[src/rtl/exec_sequencer.sv]
// exec_sequencer
// Multi-cycle control sequencer for the RV32 datapath. Each instruction is
// fetched over a valid/ready handshake, held stable for decode and execute,
// optionally given one data-memory transaction, and then retired in a single
// write-back cycle that commits the GPR write and the PC update together.
//
// Parameters:
//   RESET_PC  PC value after reset
//   TIMEOUT   max cycles in any one wait state before trapping (1..255)
// Ports:
//   clk, rst                 clock, asynchronous active-low reset
//   if_req_valid/ready       fetch request handshake, if_addr = pc
//   if_rsp_valid/data        fetch response, latched into inst
//   inst, pc                 held instruction and current PC to the datapath
//   next_pc                  next-PC value from the datapath mux
//   reg_wr_i, mem_wr_i,
//   mem_to_reg_i, halt_i     decoded control from the CSG/IDU
//   dm_req_valid/we/ready    data-memory request handshake
//   dm_rsp_valid             data response / store acknowledgement
//   reg_wen                  one-cycle GPR write strobe in write-back
//   instret                  retired-instruction counter
//   halted, err              sticky ebreak / watchdog status
module exec_sequencer #(
  parameter logic [31:0] RESET_PC = 32'h8000_0000,
  parameter int unsigned TIMEOUT  = 255
) (
  input  logic        clk,
  input  logic        rst,
  output logic        if_req_valid,
  input  logic        if_req_ready,
  output logic [31:0] if_addr,
  input  logic        if_rsp_valid,
  input  logic [31:0] if_rsp_data,
  output logic [31:0] inst,
  output logic [31:0] pc,
  input  logic [31:0] next_pc,
  input  logic        reg_wr_i,
  input  logic        mem_wr_i,
  input  logic        mem_to_reg_i,
  input  logic        halt_i,
  output logic        dm_req_valid,
  output logic        dm_req_we,
  input  logic        dm_req_ready,
  input  logic        dm_rsp_valid,
  output logic        reg_wen,
  output logic [31:0] instret,
  output logic        halted,
  output logic        err
);

  localparam logic [31:0] NOP_INST = 32'h0000_0013;
  localparam logic [7:0]  WD_LIMIT = 8'(TIMEOUT);

  typedef enum logic [2:0] {
    FETCH,
    WAIT_IF,
    EXEC,
    MEM,
    WAIT_MEM,
    WB,
    HALT,
    ERROR
  } state_t;

  state_t     state;
  logic [7:0] wd_cnt;
  logic       wait_state;
  logic       wait_exit;
  logic       wd_expire;

  // Which states are guarded by the watchdog, and what lets each one leave.
  always_comb begin
    wait_state = 1'b0;
    wait_exit  = 1'b0;
    case (state)
      FETCH: begin
        wait_state = 1'b1;
        wait_exit  = if_req_ready;
      end
      WAIT_IF: begin
        wait_state = 1'b1;
        wait_exit  = if_rsp_valid;
      end
      MEM: begin
        wait_state = 1'b1;
        wait_exit  = dm_req_ready;
      end
      WAIT_MEM: begin
        wait_state = 1'b1;
        wait_exit  = dm_rsp_valid;
      end
      default: ;
    endcase
  end

  // An exit in the same cycle the limit is reached still wins over the trap.
  assign wd_expire = wait_state && !wait_exit && (wd_cnt == WD_LIMIT);

  // Sequencer: the watchdog count is cleared on every transition, so each
  // wait state gets its own full budget.
  always_ff @(posedge clk or negedge rst) begin
    if (!rst) begin
      state   <= FETCH;
      pc      <= RESET_PC;
      inst    <= NOP_INST;
      instret <= '0;
      halted  <= 1'b0;
      err     <= 1'b0;
      wd_cnt  <= '0;
    end else if (wd_expire) begin
      state  <= ERROR;
      err    <= 1'b1;
      wd_cnt <= '0;
    end else begin
      case (state)
        FETCH: begin
          if (if_req_ready) begin
            state  <= WAIT_IF;
            wd_cnt <= '0;
          end else begin
            wd_cnt <= wd_cnt + 8'd1;
          end
        end
        WAIT_IF: begin
          // inst only ever changes here, which keeps decode stable to WB.
          if (if_rsp_valid) begin
            inst   <= if_rsp_data;
            state  <= EXEC;
            wd_cnt <= '0;
          end else begin
            wd_cnt <= wd_cnt + 8'd1;
          end
        end
        EXEC: begin
          if (halt_i) begin
            state  <= HALT;
            halted <= 1'b1;
          end else if (mem_wr_i || mem_to_reg_i) begin
            state <= MEM;
          end else begin
            state <= WB;
          end
        end
        MEM: begin
          if (dm_req_ready) begin
            state  <= WAIT_MEM;
            wd_cnt <= '0;
          end else begin
            wd_cnt <= wd_cnt + 8'd1;
          end
        end
        WAIT_MEM: begin
          if (dm_rsp_valid) begin
            state  <= WB;
            wd_cnt <= '0;
          end else begin
            wd_cnt <= wd_cnt + 8'd1;
          end
        end
        WB: begin
          pc      <= next_pc;
          instret <= instret + 32'd1;
          state   <= FETCH;
        end
        default: ;
      endcase
    end
  end

  // Strobes are decoded from the state register rather than registered
  // separately: they must be low throughout reset yet the fetch request
  // has to be up in the very first cycle after release.
  assign if_req_valid = rst && (state == FETCH);
  assign dm_req_valid = rst && (state == MEM);
  assign reg_wen      = rst && (state == WB) && reg_wr_i;
  assign if_addr      = pc;
  assign dm_req_we    = mem_wr_i;

endmodule

[config.mk]
export PLATFORM = sky130hd
export DESIGN_NAME = exec_sequencer
export DESIGN_NICKNAME = d
export VERILOG_FILES = /design/src/rtl/exec_sequencer.sv
export SDC_FILE = /design/constraint.sdc
export NUM_CORES = 1
export LEC_CHECK = 0
export CELL_PAD_IN_SITES_DETAIL_PLACEMENT = 1
export CELL_PAD_IN_SITES_GLOBAL_PLACEMENT = 1
export CORE_MARGIN = 2
export CORE_UTILIZATION = 44
export CTS_BUF_LIST = sky130_fd_sc_hd__clkbuf_2 sky130_fd_sc_hd__clkbuf_4 sky130_fd_sc_hd__clkbuf_8
export DETAILED_ROUTE_END_ITERATION = 12
export DONT_BUFFER_PORTS = 1
export PLACE_DENSITY = 0.84
export SLEW_MARGIN = 20
export SYNTH_ARGS = -nofsm -noshare
export SYNTH_HDL_FRONTEND = slang
export SYNTH_SLANG_ARGS = --single-unit
[constraint.sdc]
create_clock -name clk -period 1.7 [get_ports clk]
set_input_delay 0.255 -clock clk [delete_from_list [all_inputs] [get_ports clk]]
set_output_delay 0.255 -clock clk [all_outputs]
set_load 0.1 [all_outputs]
==> results of run 1 <==
-- state kept, by name (all words and copies together), names as in the netlist --
signal,cells
instret,32
wd_cnt,8
state,3
if_addr,32
halted,1
err,1
inst,32
-- metal layers --
layer / global-route usage / wire length [um]
met1: 0.284 / 7210
met2: 0.543 / 11500
met3: 0.0819 / 1160
met4: 0.119 / 1050
met5: 0 / 0
-- worst paths after layout --
path	startpoint	endpoint	slack [ns]
max	state[1]	state[1]	-0.23
min	rst	inst[26]	-0.46
max reg2reg	state[1]	state[1]	-0.23
min reg2reg	inst[17]	inst[17]	0.52
max in group asynchronous	rst	instret[9]	1.85
min in group clk	if_rsp_data[20]	inst[20]	0.01
-- critical path: stages, from the launching register on --
cell,delay (ns)
sky130_fd_sc_hd__dfrtp_2,0.46
sky130_fd_sc_hd__buf_6,0.13
sky130_fd_sc_hd__and4bb_2,0.26
sky130_fd_sc_hd__a311oi_2,0.32
sky130_fd_sc_hd__and3b_2,0.30
sky130_fd_sc_hd__nor2_4,0.06
sky130_fd_sc_hd__mux2_4,0.30
-- through the flow --
step / setup TNS [ns] / util / cell area [sq um]
floorplan: -0.819 / - / 5060
finish: -6.53 / 0.705 / 7650
global route: -8.73 / 0.705 / 7650
detailed placement: -2.08 / 0.580 / 6280
global placement: -0.0126 / 0.580 / 6280
CTS: -1.47 / 0.657 / 7120
-- final cells by class --
cell class / instances / area (sq um)
fillers: 1042 / 3190
clock buffers: 9 / 124
flip-flops and latches: 109 / 2870
repair buffers: 200 / 2150
clock inverters: 7 / 90.1
diodes: 2 / 5.00
multi-input cells: 282 / 2230
inverters: 2 / 7.51
well taps: 140 / 175
-- cell families (layout without fill, tap and decap cells) --
group	after synthesis	in the layout	share of synthesized area
AND/OR/NAND/NOR	188	188	0.185
flip-flops	109	109	0.561
buffers and inverters	50	218	0.0683
XOR/XNOR	36	36	0.0647
multiplexers	36	36	0.0845
AO/OA/AOI/OAI	19	19	0.0285
adder cells (fa/ha/maj)	3	3	0.00771
other	0	2	0
-- placed cells by master (no fill, tap or decap), types with 7 or more instances in the layout --
master	synthesis	routed
sky130_fd_sc_hd__nand3_4	0	7
sky130_fd_sc_hd__dfrtp_2	0	37
sky130_fd_sc_hd__nand4_1	7	7
sky130_fd_sc_hd__clkbuf_8	0	9
sky130_fd_sc_hd__buf_12	0	33
sky130_fd_sc_hd__xnor2_1	23	17
sky130_fd_sc_hd__dfrtp_4	0	25
sky130_fd_sc_hd__dfrtp_1	105	43
sky130_fd_sc_hd__dlygate4sd3_1	0	47
sky130_fd_sc_hd__mux2_2	33	32
sky130_fd_sc_hd__buf_4	35	98
sky130_fd_sc_hd__xor2_1	13	11
sky130_fd_sc_hd__buf_6	1	19
sky130_fd_sc_hd__nand2_1	117	114
-- cells in the mapped netlist (2+ instances only) --
library cell,instances
sky130_fd_sc_hd__xnor2_1,23
sky130_fd_sc_hd__nor2_1,12
sky130_fd_sc_hd__nor2_2,3
sky130_fd_sc_hd__dfrtp_1,105
sky130_fd_sc_hd__or3_1,3
sky130_fd_sc_hd__xor2_1,13
sky130_fd_sc_hd__nand4_1,7
sky130_fd_sc_hd__a21oi_1,2
sky130_fd_sc_hd__buf_1,2
sky130_fd_sc_hd__ha_1,3
sky130_fd_sc_hd__dfstp_2,4
sky130_fd_sc_hd__nand2_1,117
sky130_fd_sc_hd__clkbuf_1,5
sky130_fd_sc_hd__and3_1,8
sky130_fd_sc_hd__nand2_2,2
sky130_fd_sc_hd__buf_4,35
sky130_fd_sc_hd__and4_1,5
sky130_fd_sc_hd__mux2_2,33
sky130_fd_sc_hd__nor3_1,3
sky130_fd_sc_hd__buf_2,5
sky130_fd_sc_hd__o21ai_0,5
sky130_fd_sc_hd__mux2_4,2
sky130_fd_sc_hd__nand3_1,16
-- timing repair --
item | in CTS | in global routing
cloned | 0 | 3
hold endpoints to repair | 149 | 116
setup buffers | 13 | 14
pin swaps | 7 | 18
endpoints found under the setup margin | 59 | 73
resized for setup | 29 | 63
hold buffers | 40 | 7
==> metrics.csv, run 1 <==
stage,metric,value,unit
global_route,first_pass_grt_wire_length,24.9,mm
drt,drc,0,
floorplan,initial_utilization,0.449,
logic_synthesis,post_synth_num_cell_types,51,
floorplan,fp.dieArea,11900,sq um
drt,routed_wl,21.0,mm
drt,drt_pass1_iterations,4,
critical_path,timing.reg2reg.worst_path_depth,6,
cells_and_area,areaGrowthSynthToFinish,57.0,%
logic_synthesis,netlist_area,4870,sq um
clock_tree,htree_depth,3,
logic_synthesis,synth_seq_area_share,0.561,
logic_synthesis,gate_count_of_the_mapped_netlist,441,
timing,finalMaxSlewViolations,0,
logic_synthesis,synthFlopType,sky130_fd_sc_hd__dfrtp_1,
global_route,grt_pass1_vias,4450,
floorplan,design.portCount,208,
logic_synthesis,post_synth_main_area_contributors,"sky130_fd_sc_hd__dfrtp_1 54%, sky130_fd_sc_hd__nand2_1 9.0%, sky130_fd_sc_hd__mux2_2 7.6%",
placement,buffer_ports.inserted,0,
critical_path,startpoint_type,register,
timing,final_period_minus_worst_setup_slack,1.93,ns
timing,setup-violations-final,71,
logic_synthesis,mappedNetlistNets,518,
global_route,grt_max_degree,113,
status,violations,"negative hold slack, negative setup slack",
global_route,antenna_found_initial,2,
drt,ant_nets,0,
drt,wl_per_cell,27.9,um
logic_synthesis,postSynthAreaPerCell,11.0,sq um
cells_and_area,nNetsFinal,681,
clock_tree,clkLatencyLatePin,0.39,ns
logic_synthesis,synthDominantAreaCellType,sky130_fd_sc_hd__dfrtp_1,
placement,place_congestion,0.771,
placement,place_ws,-0.191,ns
clock_tree,clk_pin_slew,0.11,ns
logic_synthesis,yosys_warnings,0,
timing,timing.final.crit_share,1.14,
job,max_cap_viol_count,0,
clock_tree,tritoncts,yes,
critical_path,crit_path_max_fanout,5,
critical_path,critical_path_required,1.99,ns
global_route,gr-usage-all-layers,0.284,
timing,worst_clock_skew,0.0156,ns
timing,unrepaired_setup_endpoints_after_global_routing,yes,
critical_path,critical_path_arrival,2.22,ns
global_route,grt-ovfl-total,0,
cells_and_area,post_layout_nonfiller_instances,751,
timing,fmaxAchievable,518,MHz
timing,relSlewSlack,0.652,
placement,place.detailed.instances,659,
logic_synthesis,synth-edff-count,0,
logic_synthesis,ys_ff_latch,109,
timing,number_of_hold_slack_violations_in_the_final_timing_report,109,
clock_tree,inserted_clock_buffers,9,
timing,setup_ws,-0.232,ns
floorplan,floorplan.rows,38,
drt,post_detailed_route_via_to_cell_ratio,5.70,
floorplan,floorplan.die.height,109,um
cells_and_area,drive_gt1_frac,0.548,
floorplan,die_w,109,um
critical_path,class_of_the_most_critical_setup_path,register to register,
min_path,worstHoldPathType,input port to asynchronous set/reset pin,
clock_tree,clock-sinks,109,
drt,vias_after_detailed_routing,4279,
status,run_status,"finished, violations left",
timing,worst_hold_slack,-0.457,ns
floorplan,floorplan.core_area,10800,sq um
clock_tree,clockBufferDepth,2,
timing,timing_worst_slew_pin_value,0.522,ns
drt,detailedRoute.firstIterationViolations,252,
logic_synthesis,async_flop_share,1.00,
placement,detailedPlacementHpwl,10.5,mm
critical_path,critical_path.endpoint_type,register,
logic_synthesis,synthDominantCellAreaShare,0.540,
clock_tree,cts-root-buf,sky130_fd_sc_hd__clkbuf_8,
Power of run 1 is left out: the tool's default activity adds up to more than one toggle a clock period on the data nets, which glitch-free logic cannot reach.
==> inputs of run 2 (changes only) <==
--- a/config.mk
+++ b/config.mk
@@ -5,14 +5,15 @@
 export SDC_FILE = /design/constraint.sdc
 export NUM_CORES = 1
 export LEC_CHECK = 0
+export BUFFER_PORTS_ARGS = -buffer_cell sky130_fd_sc_hd__buf_2
 export CELL_PAD_IN_SITES_DETAIL_PLACEMENT = 1
 export CELL_PAD_IN_SITES_GLOBAL_PLACEMENT = 1
 export CORE_MARGIN = 2
-export CORE_UTILIZATION = 44
+export CORE_UTILIZATION = 33
 export CTS_BUF_LIST = sky130_fd_sc_hd__clkbuf_2 sky130_fd_sc_hd__clkbuf_4 sky130_fd_sc_hd__clkbuf_8
+export CTS_CLUSTER_DIAMETER = 40
 export DETAILED_ROUTE_END_ITERATION = 12
-export DONT_BUFFER_PORTS = 1
-export PLACE_DENSITY = 0.84
+export PLACE_DENSITY = 0.85
 export SLEW_MARGIN = 20
 export SYNTH_ARGS = -nofsm -noshare
 export SYNTH_HDL_FRONTEND = slang
==> run 2 against run 1 <==
The run ends with negative setup slack left. Count of clock-buffer cells in the layout is 3 higher. Cell count is 13% higher. Sequential cell count stayed put. Die area is 32% higher. Worst setup slack better by 0.090 ns. Routed wire length is 31% lower. Via count is 6.0% lower. Fmax is 4.9% higher. Non-clock buffer count is 59 higher. Worst hold slack better by 0.51 ns. Critical endpoint is now dm_req_valid. Largest cell class unchanged.
==> metrics.csv, run 2 (same netlist as run 1, synthesis figures left out) <==
stage,metric,value,unit
clock_tree,clockBufferDepth,2,
drt,detailedRoute.firstIterationViolations,169,
timing,tns,-1.31,ns
drt,routed.top_layer,met4,
global_route,grt_pass1_vias,4335,
drt,vias_after_detailed_routing,4021,
critical_path,class_of_the_most_critical_setup_path,register to output port,
drt,met1_length,5.84,mm
global_route,grt_max_degree,42,
timing,worst_clock_skew,0.00813,ns
placement,place.detailed.instances,809,
drt,drt_pass1_iterations,4,
critical_path,critical_path_arrival,1.59,ns
drt,ant_nets,0,
clock_tree,clkLatencyLatePin,0.39,ns
critical_path,crit_path_max_fanout,8,
cells_and_area,drive_gt1_frac,0.581,
drt,routed_wl,14.5,mm
timing,final_period_minus_worst_setup_slack,1.84,ns
floorplan,initial_utilization,0.336,
critical_path,critical_path.max_stage_delay,0.48,ns
clock_tree,htree_depth,3,
drt,met3RoutedLength,565,um
cells_and_area,post_layout_nonfiller_instances,852,
placement,buffer_ports.inserted,207,
clock_tree,clock-sinks,109,
floorplan,fp.dieArea,15700,sq um
drt,post_detailed_route_via_to_cell_ratio,4.72,
min_path,timing.hold.worst_endpoint,if_addr[4],
cells_and_area,areaGrowthSynthToFinish,41.8,%
placement,detailedPlacementHpwl,10.4,mm
floorplan,floorplan.core_area,14500,sq um
clock_tree,inserted_clock_buffers,9,
global_route,antenna_found_initial,0,
timing,setup_ws,-0.141,ns
global_route,gr-usage-all-layers,0.180,
job,max_cap_viol_count,0,
placement,place_congestion,0.759,
drt,amount_of_wire_on_met2_after_detailed_routing,7.78,mm
cells_and_area,nNetsFinal,740,
critical_path,crit_path_max_delay_cell_type,sky130_fd_sc_hd__dfrtp_2,
cells_and_area,layout_common_cells,"203 x sky130_fd_sc_hd__buf_2, 116 x sky130_fd_sc_hd__nand2_1, 74 x sky130_fd_sc_hd__dfrtp_1, 39 x sky130_fd_sc_hd__buf_4, 33 x sky130_fd_sc_hd__mux2_2",
timing,setup-violations-final,23,
timing,relSlewSlack,0.627,
drt,wl_per_cell,17.1,um
critical_path,startpoint_type,register,
critical_path,timing.reg2reg.setup_slack,-0.13,ns
status,run_status,"finished, violations left",
cells_and_area,antenna_cells_inserted,0,
critical_path,critical_path_required,1.44,ns
floorplan,die_w,125,um
global_route,first_pass_grt_wire_length,22.6,mm
timing,unrepaired_setup_endpoints_after_global_routing,yes,
min_path,hold_path_depth,3,
placement,place_ws,-0.152,ns
floorplan,floorplan.rows,44,
timing,number_of_hold_slack_violations_in_the_final_timing_report,0,
drt,drc,0,
floorplan,floorplan.die.height,125,um
cells_and_area,most_common_cell_after_layout_fill_and_taps_aside,sky130_fd_sc_hd__buf_2,
critical_path,cp_cell_sequence,nor2b_2 > buf_4 > and3_2 > buf_12,
critical_path,endpoint_of_the_most_critical_register_to_register_path,state[2],
timing,timing_worst_slew_pin_value,0.559,ns
clock_tree,cts-root-buf,sky130_fd_sc_hd__clkbuf_8,
floorplan,design.portCount,208,
min_path,worstHoldPathType,input port to register,
timing,timing.final.crit_share,1.08,
critical_path,timing.reg2reg.worst_path_depth,6,
critical_path,r2r_start,state[0],
global_route,grt-ovfl-total,0,
status,violations,negative setup slack,
clock_tree,tritoncts,yes,
timing,finalMaxSlewViolations,0,
critical_path,critical_path.endpoint_type,output port,
timing,fmaxAchievable,543,MHz
clock_tree,clk_pin_slew,0.10,ns
min_path,hold_path.startpoint,next_pc[4],
==> run 2: timing repair <==
item                                    4_1_cts  5_1_grt
gates resized for setup                      24       23
endpoints found under the hold margin        64        0
pin swaps                                     6       15
hold buffers                                  2        0
endpoints found under the setup margin       56       56
gates cloned                                  0        3
setup buffers                                11       12
==> run 2: worst max path at each step <==
stage                     startpoint            to  cells after the start
after global placement      state[0]      state[2]                      5
final                       state[2]  dm_req_valid                      4
after detailed placement    state[1]      state[1]                      5
after CTS                   state[1]       reg_wen                      4
after floorplan             state[0]  if_req_valid                      2
after global routing        state[0]      state[2]                      6
==> run 2: worst max-delay path: cells and delay by family, from the launching register on <==
kind	cells	cell delay, ns
DFF	1	0.48
buffers and inverters	2	0.32
and+or+nand+nor	2	0.39
==> run 2: through the flow <==
| step | cell area (sq um) | hold slack, ns | util |
|---|---|---|---|
| 2_1_floorplan | 5060 | -0.0406 | - |
| 3_3_place_gp | 6230 | 0.0690 | 0.430 |
| 3_5_place_dp | 6230 | 0.0700 | 0.430 |
| 4_1_cts | 6650 | 0.0369 | 0.460 |
| 5_1_grt | 6900 | 0.0442 | 0.477 |
| 6_report | 6900 | 0.0541 | 0.477 |
==> run 2: metal layers <==
metal / vias up / global-route usage
li1: 1878 / -
met1: 2009 / 0.217
met2: 106 / 0.313
met3: 28 / 0.0334
met4: 0 / 0.0824
met5: - / 0
==> run 2: layout make-up <==
class / instances / area [sq um]
timing repair buffer: 259 / 1560
multi-input combinational: 282 / 2040
sequential: 109 / 2830
clock inverter: 4 / 72.6
clock buffer: 12 / 153
inverter: 2 / 7.51
tap: 184 / 230
fill: 1657 / 7570
Power of run 2 is left out for the same reason.
==> inputs of run 3 (changes only) <==
--- a/config.mk
+++ b/config.mk
@@ -14,6 +14,7 @@
 export CTS_CLUSTER_DIAMETER = 40
 export DETAILED_ROUTE_END_ITERATION = 12
 export PLACE_DENSITY = 0.85
+export RECOVER_POWER = 100
 export SLEW_MARGIN = 20
 export SYNTH_ARGS = -nofsm -noshare
 export SYNTH_HDL_FRONTEND = slang
==> run 3 against run 2 <==
The run still ends with negative setup slack left. Cell count is the same. Via count is essentially flat. First-iteration DRC count is the same. Fmax is the same. Worst setup slack is essentially flat. Die area is the same. Count of clock-buffer cells in the layout is the same. Register-to-register slack is essentially flat. Sequential share of layout area is essentially flat. Design area is essentially flat. Global-route usage is the same. Critical path type unchanged. Largest cell class unchanged.
==> metrics.csv, run 3 (same netlist as run 1, synthesis figures left out) <==
stage,metric,value,unit
placement,place.detailed.instances,809,
status,run_status,"finished, violations left",
cells_and_area,drive_gt1_frac,0.579,
timing,timing_worst_slew_pin_value,1.16,ns
global_route,grt_max_degree,42,
drt,detailedRoute.firstIterationViolations,169,
floorplan,design.portCount,208,
clock_tree,inserted_clock_buffers,9,
global_route,grt-ovfl-total,0,
placement,detailedPlacementHpwl,10.4,mm
timing,relSlewSlack,0.231,
floorplan,floorplan.die.height,125,um
clock_tree,tritoncts,yes,
critical_path,crit_path_max_fanout,8,
floorplan,floorplan.core_area,14500,sq um
clock_tree,clock-sinks,109,
drt,routed_wl,14.5,mm
critical_path,class_of_the_most_critical_setup_path,register to output port,
global_route,first_pass_grt_wire_length,22.6,mm
drt,vias_after_detailed_routing,4023,
cells_and_area,post-route-util,0.477,
cells_and_area,nNetsFinal,740,
global_route,grt_pass1_vias,4335,
status,violations,negative setup slack,
placement,place_ws,-0.152,ns
global_route,antenna_found_initial,0,
critical_path,startpoint_type,register,
floorplan,floorplan.rows,44,
drt,ant_nets,0,
global_route,gr-usage-all-layers,0.180,
clock_tree,clk_pin_slew,0.10,ns
cells_and_area,cell_area_after_layout,6900,sq um
timing,timing.final.crit_share,1.08,
placement,buffer_ports.inserted,207,
clock_tree,clockBufferDepth,2,
timing,setup-violations-final,23,
drt,drt_pass1_iterations,4,
job,max_cap_viol_count,0,
critical_path,critical_path.endpoint_type,output port,
floorplan,die_w,125,um
cells_and_area,most_common_cell_after_layout_fill_and_taps_aside,sky130_fd_sc_hd__buf_2,
drt,post_detailed_route_via_to_cell_ratio,4.72,
floorplan,initial_utilization,0.336,
cells_and_area,layout_common_cells,"202 x sky130_fd_sc_hd__buf_2, 116 x sky130_fd_sc_hd__nand2_1, 74 x sky130_fd_sc_hd__dfrtp_1, 38 x sky130_fd_sc_hd__buf_4, 33 x sky130_fd_sc_hd__mux2_2",
clock_tree,htree_depth,3,
timing,final_period_minus_worst_setup_slack,1.84,ns
drt,wl_per_cell,17.1,um
drt,drc,0,
timing,finalMaxSlewViolations,0,
placement,place_congestion,0.759,
timing,fmaxAchievable,543,MHz
placement,placement.cell_area,6230,sq um
clock_tree,clkLatencyLatePin,0.39,ns
timing,worst_clock_skew,0.00813,ns
clock_tree,cts-root-buf,sky130_fd_sc_hd__clkbuf_8,
min_path,worstHoldPathType,input port to register,
timing,unrepaired_setup_endpoints_after_global_routing,yes,
cells_and_area,post_layout_nonfiller_instances,852,
cells_and_area,antenna_cells_inserted,0,
cells_and_area,areaGrowthSynthToFinish,41.7,%
critical_path,critical_path_arrival,1.59,ns
floorplan,fp.dieArea,15700,sq um
critical_path,critical_path_required,1.44,ns
timing,number_of_hold_slack_violations_in_the_final_timing_report,0,
timing,setup_ws,-0.141,ns
==> run 3: cell types whose count changed in the layout (fill, tap and decap cells not counted) <==
cell,previous run,this run
sky130_fd_sc_hd__clkbuf_2,0,1
sky130_fd_sc_hd__buf_2,203,202
sky130_fd_sc_hd__clkbuf_1,0,1
sky130_fd_sc_hd__buf_4,39,38
==> run 3: path summary, 6_finish.rpt <==
path	to	from	cells past startpoint	slack (ns)
worst max register to register	state[2]	state[0]	6	-0.13
worst min register to register	halted	halted	1	0.48
max in group asynchronous	if_addr[31]	rst	4	0.14
worst max-delay path	dm_req_valid	state[2]	4	-0.14
worst min-delay path	if_addr[4]	next_pc[4]	3	0.05
min in group asynchronous	state[0]	rst	3	0.73
==> run 3: what timing repair did <==
item / 4_1_cts / 5_1_grt
hold buffers: 2 / 0
endpoints found under the hold margin: 64 / 0
buffers inserted: 11 / 12
endpoints found under the setup margin: 56 / 56
pin swaps: 6 / 15
gates resized for setup: 24 / 23
gates cloned: 0 / 3
==> run 3: layout make-up <==
class / instances / area (sq um)
multi-input cells: 282 / 2040
inverters: 2 / 7.51
well taps: 184 / 230
flip-flops and latches: 109 / 2830
clock buffers: 12 / 153
repair buffers: 259 / 1560
clock inverters: 4 / 72.6
fillers: 1655 / 7580
==> run 3: through the flow <==
stage          hold WS, ns  TNS [ns]
3_3_place_gp        0.0690         0
4_1_cts             0.0369     -1.13
6_report            0.0541     -1.30
5_1_grt             0.0442     -5.31
2_1_floorplan      -0.0406    -0.819
3_5_place_dp        0.0700     -2.45
==> run 3: metal layers <==
layer	share of wire	global-route usage	vias up
li1	-	-	1878
met1	0.40	0.217	2009
met2	0.53	0.313	108
met3	0.039	0.0334	28
met4	0.025	0.0824	0
met5	0	0	-
==> run 3: critical path, stage by stage, from the launching register on <==
cell,delay [ns]
sky130_fd_sc_hd__dfrtp_2,0.48
sky130_fd_sc_hd__nor2b_2,0.18
sky130_fd_sc_hd__buf_4,0.15
sky130_fd_sc_hd__and3_2,0.21
sky130_fd_sc_hd__buf_12,0.17
Power of run 3 is left out for the same reason.
